===== config.mk =====
export PLATFORM = sky130hd
export DESIGN_NAME = mem_range_fill
export DESIGN_NICKNAME = d
export VERILOG_FILES = /design/src/rtl/mem_range_fill.sv
export SDC_FILE = /design/constraint.sdc
export NUM_CORES = 1
export LEC_CHECK = 0
export ABC_AREA = 1
export ABC_CLOCK_PERIOD_IN_PS = 2300
export BUFFER_PORTS_ARGS = -buffer_cell sky130_fd_sc_hd__buf_2
export CORE_ASPECT_RATIO = 0.5
export CORE_MARGIN = 5
export CORE_UTILIZATION = 50
export CTS_CLUSTER_SIZE = 28
export DETAILED_ROUTE_END_ITERATION = 10
export PLACE_DENSITY_LB_ADDON = 0.3
export SYNTH_ARGS = -nofsm -noshare
export SYNTH_HDL_FRONTEND = slang
export SYNTH_SLANG_ARGS = --single-unit

===== constraint.sdc =====
create_clock -name clk -period 2.3 [get_ports clk]
set_clock_uncertainty 0.05 [all_clocks]
set_input_delay 0.23 -clock clk [delete_from_list [all_inputs] [get_ports clk]]
set_output_delay 0.23 -clock clk [all_outputs]
set_load 0.05 [all_outputs]

===== src/rtl/mem_range_fill.sv =====
// rtl/mem_range_fill.sv - DEPTH x WIDTH memory with a single-source range-fill engine
//
// Copies a snapshot of mem[src] into every entry of [lo,hi], one entry per cycle.
// Optional build macro MEM_RANGE_FILL_VERIFY_EN adds a VERIFY pass that re-walks
// the range and raises a sticky err on any entry that differs from the snapshot.
//
// Ports:
//   clk      in  1      rising-edge clock
//   rst      in  1      synchronous active-high reset
//   wr_en    in  1      host write strobe, honoured only in IDLE
//   wr_addr  in  AW     host write address
//   wr_data  in  WIDTH  host write data
//   rd_addr  in  AW     host read address
//   rd_data  out WIDTH  registered read data, 1-cycle latency
//   start    in  1      range-fill request, honoured only in IDLE
//   lo       in  AW     first range index (inclusive)
//   hi       in  AW     last range index (inclusive)
//   src      in  AW     source entry index
//   busy     out 1      high in FILL and VERIFY
//   done     out 1      one-cycle completion pulse
//   err      out 1      sticky verify mismatch flag (tied 0 without the macro)

module mem_range_fill #(
    parameter  int WIDTH = 4,
    parameter  int DEPTH = 4,
    localparam int AW    = $clog2(DEPTH)
) (
    input  logic             clk,
    input  logic             rst,
    input  logic             wr_en,
    input  logic [AW-1:0]    wr_addr,
    input  logic [WIDTH-1:0] wr_data,
    input  logic [AW-1:0]    rd_addr,
    output logic [WIDTH-1:0] rd_data,
    input  logic             start,
    input  logic [AW-1:0]    lo,
    input  logic [AW-1:0]    hi,
    input  logic [AW-1:0]    src,
    output logic             busy,
    output logic             done,
    output logic             err
);

`ifdef MEM_RANGE_FILL_VERIFY_EN
    typedef enum logic [1:0] {
        S_IDLE   = 2'd0,
        S_FILL   = 2'd1,
        S_VERIFY = 2'd2,
        S_DONE   = 2'd3
    } state_t;
`else
    typedef enum logic [1:0] {
        S_IDLE   = 2'd0,
        S_FILL   = 2'd1,
        S_DONE   = 2'd3
    } state_t;
`endif

    state_t           r_state;
    state_t           w_state_nxt;

    logic [WIDTH-1:0] r_mem [DEPTH];
    logic [WIDTH-1:0] r_snap;
    logic [WIDTH-1:0] r_rd_data;
    logic [AW-1:0]    r_hi;
    // One extra bit so hi = DEPTH-1 is reached without the walk index wrapping.
    logic [AW:0]      r_i;
    logic             w_last;
    logic             w_fill_we;
    logic             w_host_we;

    localparam logic [AW:0] ONE = {{AW{1'b0}}, 1'b1};

    assign w_last    = (r_i == {1'b0, r_hi});
    assign w_host_we = wr_en && (r_state == S_IDLE) && !rst;

    always_comb begin
        w_state_nxt = r_state;
        w_fill_we   = 1'b0;
        case (r_state)
            S_IDLE: begin
                if (start) begin
                    w_state_nxt = (lo > hi) ? S_DONE : S_FILL;
                end
            end
            S_FILL: begin
                w_fill_we = 1'b1;
                if (w_last) begin
`ifdef MEM_RANGE_FILL_VERIFY_EN
                    w_state_nxt = S_VERIFY;
`else
                    w_state_nxt = S_DONE;
`endif
                end
            end
`ifdef MEM_RANGE_FILL_VERIFY_EN
            S_VERIFY: begin
                if (w_last) begin
                    w_state_nxt = S_DONE;
                end
            end
`endif
            S_DONE:  w_state_nxt = S_IDLE;
            default: w_state_nxt = S_IDLE;
        endcase
    end

    // Memory is never reset; a fill write already under way at a reset edge
    // still lands, only the host port is gated by rst.
    always_ff @(posedge clk) begin
        if (w_fill_we) begin
            r_mem[r_i[AW-1:0]] <= r_snap;
        end else if (w_host_we) begin
            r_mem[wr_addr] <= wr_data;
        end
    end

`ifdef MEM_RANGE_FILL_VERIFY_EN
    logic [AW-1:0] r_lo;
    logic          r_err;

    always_ff @(posedge clk) begin
        if (rst) begin
            r_lo  <= '0;
            r_err <= 1'b0;
        end else begin
            if (r_state == S_IDLE && start) begin
                r_lo <= lo;
            end
            if (r_state == S_VERIFY && r_mem[r_i[AW-1:0]] != r_snap) begin
                r_err <= 1'b1;
            end
        end
    end

    assign err = r_err;
`else
    assign err = 1'b0;
`endif

    always_ff @(posedge clk) begin
        if (rst) begin
            r_state   <= S_IDLE;
            r_i       <= '0;
            r_hi      <= '0;
            r_snap    <= '0;
            r_rd_data <= '0;
        end else begin
            r_state   <= w_state_nxt;
            r_rd_data <= r_mem[rd_addr];
            case (r_state)
                S_IDLE: begin
                    if (start) begin
                        r_hi   <= hi;
                        r_snap <= r_mem[src];
                        r_i    <= {1'b0, lo};
                    end
                end
                S_FILL: begin
`ifdef MEM_RANGE_FILL_VERIFY_EN
                    // Rewind to the range start for the verify walk.
                    r_i <= w_last ? {1'b0, r_lo} : r_i + ONE;
`else
                    if (!w_last) begin
                        r_i <= r_i + ONE;
                    end
`endif
                end
`ifdef MEM_RANGE_FILL_VERIFY_EN
                S_VERIFY: begin
                    if (!w_last) begin
                        r_i <= r_i + ONE;
                    end
                end
`endif
                default: ;
            endcase
        end
    end

    assign rd_data = r_rd_data;
    assign busy    = (r_state == S_FILL)
`ifdef MEM_RANGE_FILL_VERIFY_EN
                   || (r_state == S_VERIFY)
`endif
                   ;
    assign done    = (r_state == S_DONE);

endmodule


==> results of run 1 <==
cells by family (layout without fill, tap and decap cells):
kind of cell	count (synthesis)	count (layout)	synth area share
AO/OA/AOI/OAI	58	58	0.197
AND/OR/NAND/NOR	55	55	0.158
buffers and inverters	35	59	0.0966
flip-flops	31	31	0.515
adder cells (fa/ha/maj)	3	3	0.0248
other	1	1	0.00247
XOR/XNOR	1	1	0.00578
cells in the mapped netlist, types with 2 or more instances:
cell type,instances,area share
inv_1,28,0.069
a21oi_1,27,0.089
o21ai_0,27,0.089
nor2_1,24,0.059
nand2_1,21,0.052
edfxtp_1,16,0.32
dfxtp_1,15,0.20
buf_2,3,0.0099
ha_1,3,0.025
nand3_1,3,0.0099
nand2_2,2,0.0083
nor3_1,2,0.0066
registers in the layout, summed over array words and instances, names as in the netlist:
signal and count:
r_state 2, r_mem 16, r_i 3, rd_data 4, r_hi 2, r_snap 4
power by group:
part	internal, mW	total (mW)	leakage (nW)	switching [mW]
clock	0.201	0.390	0.0414	0.189
combinational	0.0778	0.256	0.479	0.178
sequential	0.644	0.670	0.272	0.0263
cell type report:
cell class                      count  area, um2
Clock inverter                      2       8.76
Tap cell                           40       50.0
Multi-Input combinational cell    118        588
Clock buffer                        5       68.8
Sequential cell                    31        781
Timing Repair Buffer               23        115
Inverter                           29        109
Fill cell                         276       1240
worst max path at each step:
stage                                 start               endpoint  slack (ns)  cells past startpoint
floorplan           r_state[0]$_SDFFE_PP0P_  r_mem[0][0]$_DFFE_PP_        0.83                      6
global placement                        rst  r_mem[1][2]$_DFFE_PP_        0.56                      6
detailed placement                      rst  r_mem[0][0]$_DFFE_PP_        0.46                      7
CTS                 r_state[0]$_SDFFE_PP0P_  r_mem[0][0]$_DFFE_PP_        0.54                      5
global route        r_state[0]$_SDFFE_PP0P_  r_mem[1][1]$_DFFE_PP_        0.43                      5
finish              r_state[0]$_SDFFE_PP0P_  r_mem[0][1]$_DFFE_PP_        0.52                      5
routing by layer:
metal,global-route usage,share of wire
met3,0.0624,0.067
met4,0.0689,0.016
met5,0,0
met1,0.189,0.45
met2,0.255,0.46
metrics by stage:
step	total power [mW]	worst slack, ns
finish	1.32	0.519
global route	1.39	0.430
CTS	1.33	0.539
detailed placement	0.937	0.464
global placement	0.931	0.562
floorplan	0.870	0.831
worst max-delay path, delay by kind of cell (launching register included):
| family | cells | cell delay [ns] |
|---|---|---|
| buffers and inverters | 1 | 0.08 |
| AO/OA/AOI/OAI | 1 | 0.28 |
| AND/OR/NAND/NOR | 3 | 0.68 |
| flip-flops | 1 | 0.36 |
==> metrics, run 1 <==
outcome finished, final reports clean; hold-critical path depth 3; total die area 4300 um2; # IOs 25; vias per inst 5.06; post-CTS setup buffer count 0; sink of the worst hold path r_state[0]$_SDFFE_PP0P_; post-CTS sizing 0; setup TNS 0 ns; worst stage delay on the critical path 0.36 ns; CTS clk-pin slew, worst paths 0.06 ns; setup slack, reg-to-reg 0.52 ns; final wirelength 3050 um; CTS root buf clkbuf_8; Total Routing Usage GR 0.159; routability cong. 0.761; final std cells w/o fill 248; Finish-stage setup viols 0; Pwr Density 765 nW/um2; Crit Path Category reg2reg; R2R Path Start r_state[0]$_SDFFE_PP0P_; crit share post-route 0.774; Area Overhead vs Synth 13.5%; flops & latches, synth 31; n_diodes 0; CP arrival 1.68 ns; CTS tree yes; R2R depth 5; Iter 0 DRT Violations 59; synthesized area per cell 8.23 um2; Pre-antenna DRT Iters 4; commonest non-fill, non-tap cell in the layout inv_1; clock buffer depth 2; Critical R2R Capture r_mem[0][1]$_DFFE_PP_; total clock sinks 31; Port Buffer Count 23; first-pass GRT wire length 5150 um; H-tree levels 2; Mapped Cells 184; most frequent cells in the layout inv_1 (28), a21oi_1 (27), o21ai_0 (27); placed inst area 1640 um2; synthesized cell area 1520 um2; CP max-delay cell dfxtp_1; die height 48.9 um; max-cap violations 0; number of synthesized flops with an enable pin 16; final net count 229; final-report max-slew violation count 0; yosys warns 0; CORE AREA 2960 um2; detailed placement HPWL 2380 um; largest net degree at the start of global routing 17; P_leak 0.792 nW; grt total ovfl 0; Synth cell types 25; DR WL/cell 12.3 um; routed via count 1256; CTS buffer count 5; HP Start start; critical path endpoint category flip-flop; Syn Nets 205; Max FO, Critical Path 14; Final Hold Fails 0; Worst-Skew Late Latency 0.28 ns; initial antenna violation count 0; sequential area share after synthesis 0.515; hold bufs inserted after CTS 0; CP Cell Sequence nor2_4 -> nand3_2 -> o21ai_1 -> inv_1 -> nor2_1; RSZ-0062 raised after global routing false; residual DRC count 0; Startpoint Class flip-flop; Initial Util 0.512; vias in the first global route 1205; Die X 87.9 um; Rows 14; fmax 0.561 GHz; dominant register cell in the synthesized netlist edfxtp_1; Post-synth ARST share 0; Final min period 1.78 ns; Worst Hold Class in2reg; CP required 2.20 ns; Util after Layout 0.581; Placed Cells 241; WHS 0.226 ns; worst vdd ir 0.376 mV; layout cells sized above 1 0.173; Final ANT Viol Nets 0; post-route cell area 1720 um2
Power figures use the tool's default switching activity.
==> run 2, diff against run 1 <==
--- a/config.mk
+++ b/config.mk
@@ -6,7 +6,7 @@
 export NUM_CORES = 1
 export LEC_CHECK = 0
 export ABC_AREA = 1
-export ABC_CLOCK_PERIOD_IN_PS = 2300
+export ABC_CLOCK_PERIOD_IN_PS = 1700
 export BUFFER_PORTS_ARGS = -buffer_cell sky130_fd_sc_hd__buf_2
 export CORE_ASPECT_RATIO = 0.5
 export CORE_MARGIN = 5
==> constraint.sdc (replaced) <==
create_clock -name clk -period 1.7 [get_ports clk]
set_clock_uncertainty 0.05 [all_clocks]
set_input_delay 0.17 -clock clk [delete_from_list [all_inputs] [get_ports clk]]
set_output_delay 0.17 -clock clk [all_outputs]
set_load 0.05 [all_outputs]
==> metrics, run 2 (synthesized netlist as in run 1, its figures left out) <==
Gate power share 0.199 (was 0.194); CP arrival 1.48 ns (was 1.68 ns); placed inst area 1670 um2 (was 1640 um2); Reg with most FFs r_mem (unchanged); max reg flops 16 (unchanged); CP Cell Sequence nor2_4 -> nand3_2 -> nand2_1 -> o21ai_2 -> nand2_1 -> nor2_1 (was nor2_4 -> nand3_2 -> o21ai_1 -> inv_1 -> nor2_1); routed via count 1232 (was 1256); CTS root buf clkbuf_8 (unchanged); switching power total 0.537 mW (was 0.393 mW); CP required 1.60 ns (was 2.20 ns); # IOs 25 (unchanged); worst slack at placement 0.0635 ns (was 0.464 ns); CTS buffer count 5 (unchanged); worst setup path end r_mem[2][0]$_DFFE_PP_ (was r_mem[0][1]$_DFFE_PP_); sequential power share 0.502 (was 0.509); routability cong. 0.781 (was 0.761); n_diodes 0 (unchanged); Iter 0 DRT Violations 43 (was 59); Worst-Skew Late Latency 0.28 ns (about the same); setup TNS 0 ns (unchanged); Crit Path Category reg2reg (unchanged); clock share of power 0.299 (was 0.296); R2R Path Start r_state[0]$_SDFFE_PP0P_ (unchanged); CTS tree yes (unchanged); vias per inst 4.89 (was 5.06); total die area 4300 um2 (unchanged); outcome finished, final reports clean (unchanged); final std cells w/o fill 252 (was 248); H-tree levels 2 (unchanged); Area Overhead vs Synth 16.0% (was 13.5%); Int Pwr 1.27 mW (was 0.922 mW); fmax 0.634 GHz (was 0.561 GHz); Finish-stage setup viols 0 (unchanged); max-cap violations 0 (unchanged); total clock sinks 31 (unchanged); Placed Cells 244 (was 241); Startpoint Class flip-flop (unchanged); final-report max-slew violation count 0 (unchanged); CP max-delay cell dfxtp_1 (unchanged); vias in the first global route 1141 (was 1205); R2R depth 6 (was 5); post-CTS sizing 0 (unchanged); die height 48.9 um (unchanged); grt total ovfl 0 (unchanged); first-pass GRT wire length 5060 um (was 5150 um); worst vdd ir 0.400 mV (was 0.376 mV); DR WL/cell 11.5 um (was 12.3 um); RSZ-0062 raised after global routing false (unchanged); initial antenna violation count 0 (unchanged); worst stage delay on the critical path 0.44 ns (was 0.36 ns); layout cells sized above 1 0.203 (was 0.173); detailed placement HPWL 2270 um (was 2380 um); Final Hold Fails 0 (unchanged); WHS 0.140 ns (was 0.226 ns); Max FO, Critical Path 7 (was 14); post-route cell area 1760 um2 (was 1720 um2); Final WS setup 0.123 ns (was 0.519 ns); critical path endpoint category flip-flop (unchanged); Initial Util 0.512 (unchanged); setup slack, reg-to-reg 0.12 ns (was 0.52 ns); Total Routing Usage GR 0.154 (was 0.159); clock buffer depth 2 (unchanged); Worst Hold Class in2reg (unchanged); Die X 87.9 um (unchanged); Final min period 1.58 ns (was 1.78 ns); Port Buffer Count 23 (unchanged); residual DRC count 0 (unchanged); Pre-antenna DRT Iters 4 (unchanged); largest net degree at the start of global routing 17 (unchanged); final net count 232 (was 229); Rows 14 (unchanged); commonest non-fill, non-tap cell in the layout inv_1 (unchanged); final wirelength 2910 um (was 3050 um); post-CTS setup buffer count 0 (unchanged); CORE AREA 2960 um2 (unchanged); Crit path top cell by count nand2_1; Critical path origin r_state[0]$_SDFFE_PP0P_ (unchanged); Critical R2R Capture r_mem[2][0]$_DFFE_PP_ (was r_mem[0][1]$_DFFE_PP_); hold bufs inserted after CTS 0 (unchanged); P_leak 0.808 nW (was 0.792 nW); Final ANT Viol Nets 0 (unchanged); most frequent cells in the layout inv_1 (28), a21oi_1 (27), o21ai_0 (27) (unchanged); crit share post-route 0.928 (was 0.774); CTS clk-pin slew, worst paths 0.06 ns (about the same); Pwr Density 1030 nW/um2 (was 765 nW/um2); sw frac 0.298 (was 0.299)
[run 2: power by group through the flow]
stage / clock [mW] / sequential [mW] / combinational (mW)
finish: 0.539 / 0.906 / 0.359
global route: 0.604 / 0.910 / 0.410
CTS: 0.558 / 0.905 / 0.354
detailed placement: 0 / 0.920 / 0.353
global placement: 0 / 0.919 / 0.349
floorplan: 0 / 0.938 / 0.239
[run 2: how the worst min path moves through the flow]
stage          slack, ns                     end                  from  depth (start not counted)
2_1_floorplan       0.28  r_snap[0]$_SDFFE_PP0P_                   rst                          3
3_3_place_gp        0.41    r_hi[1]$_SDFFE_PP0P_  r_hi[1]$_SDFFE_PP0P_                          2
3_5_place_dp        0.43    r_hi[1]$_SDFFE_PP0P_  r_hi[1]$_SDFFE_PP0P_                          2
4_1_cts             0.14    r_hi[0]$_SDFFE_PP0P_                   rst                          4
5_1_grt             0.18    r_hi[0]$_SDFFE_PP0P_                   rst                          4
6_report            0.14    r_hi[0]$_SDFFE_PP0P_                   rst                          4
[run 2: metrics by stage]
| stage | power (mW) | utilization |
|---|---|---|
| floorplan | 1.18 | - |
| global placement | 1.27 | 0.563 |
| detailed placement | 1.27 | 0.563 |
| CTS | 1.82 | 0.590 |
| global route | 1.92 | 0.594 |
| finish | 1.80 | 0.594 |
[run 2: layout make-up]
class / instances / area, um2
Multi-Input combinational cell: 118 / 599
Clock inverter: 2 / 8.76
Sequential cell: 31 / 781
Inverter: 29 / 109
Clock buffer: 6 / 72.6
Timing Repair Buffer: 26 / 138
Tap cell: 40 / 50.0
Fill cell: 272 / 1200
[run 2: layer usage]
| layer | vias up | global-route usage | share of wire |
|---|---|---|---|
| li1 | 655 | - | - |
| met1 | 540 | 0.192 | 0.45 |
| met2 | 31 | 0.240 | 0.45 |
| met3 | 6 | 0.0573 | 0.083 |
| met4 | 0 | 0.0612 | 0.018 |
| met5 | - | 0 | 0 |
[run 2: critical path: cells and delay by family (launching register included)]
kind               cells  cell delay (ns)
and+or+nand+nor        5             0.69
DFF                    1             0.44
AOI/OAI and AO/OA      1             0.06
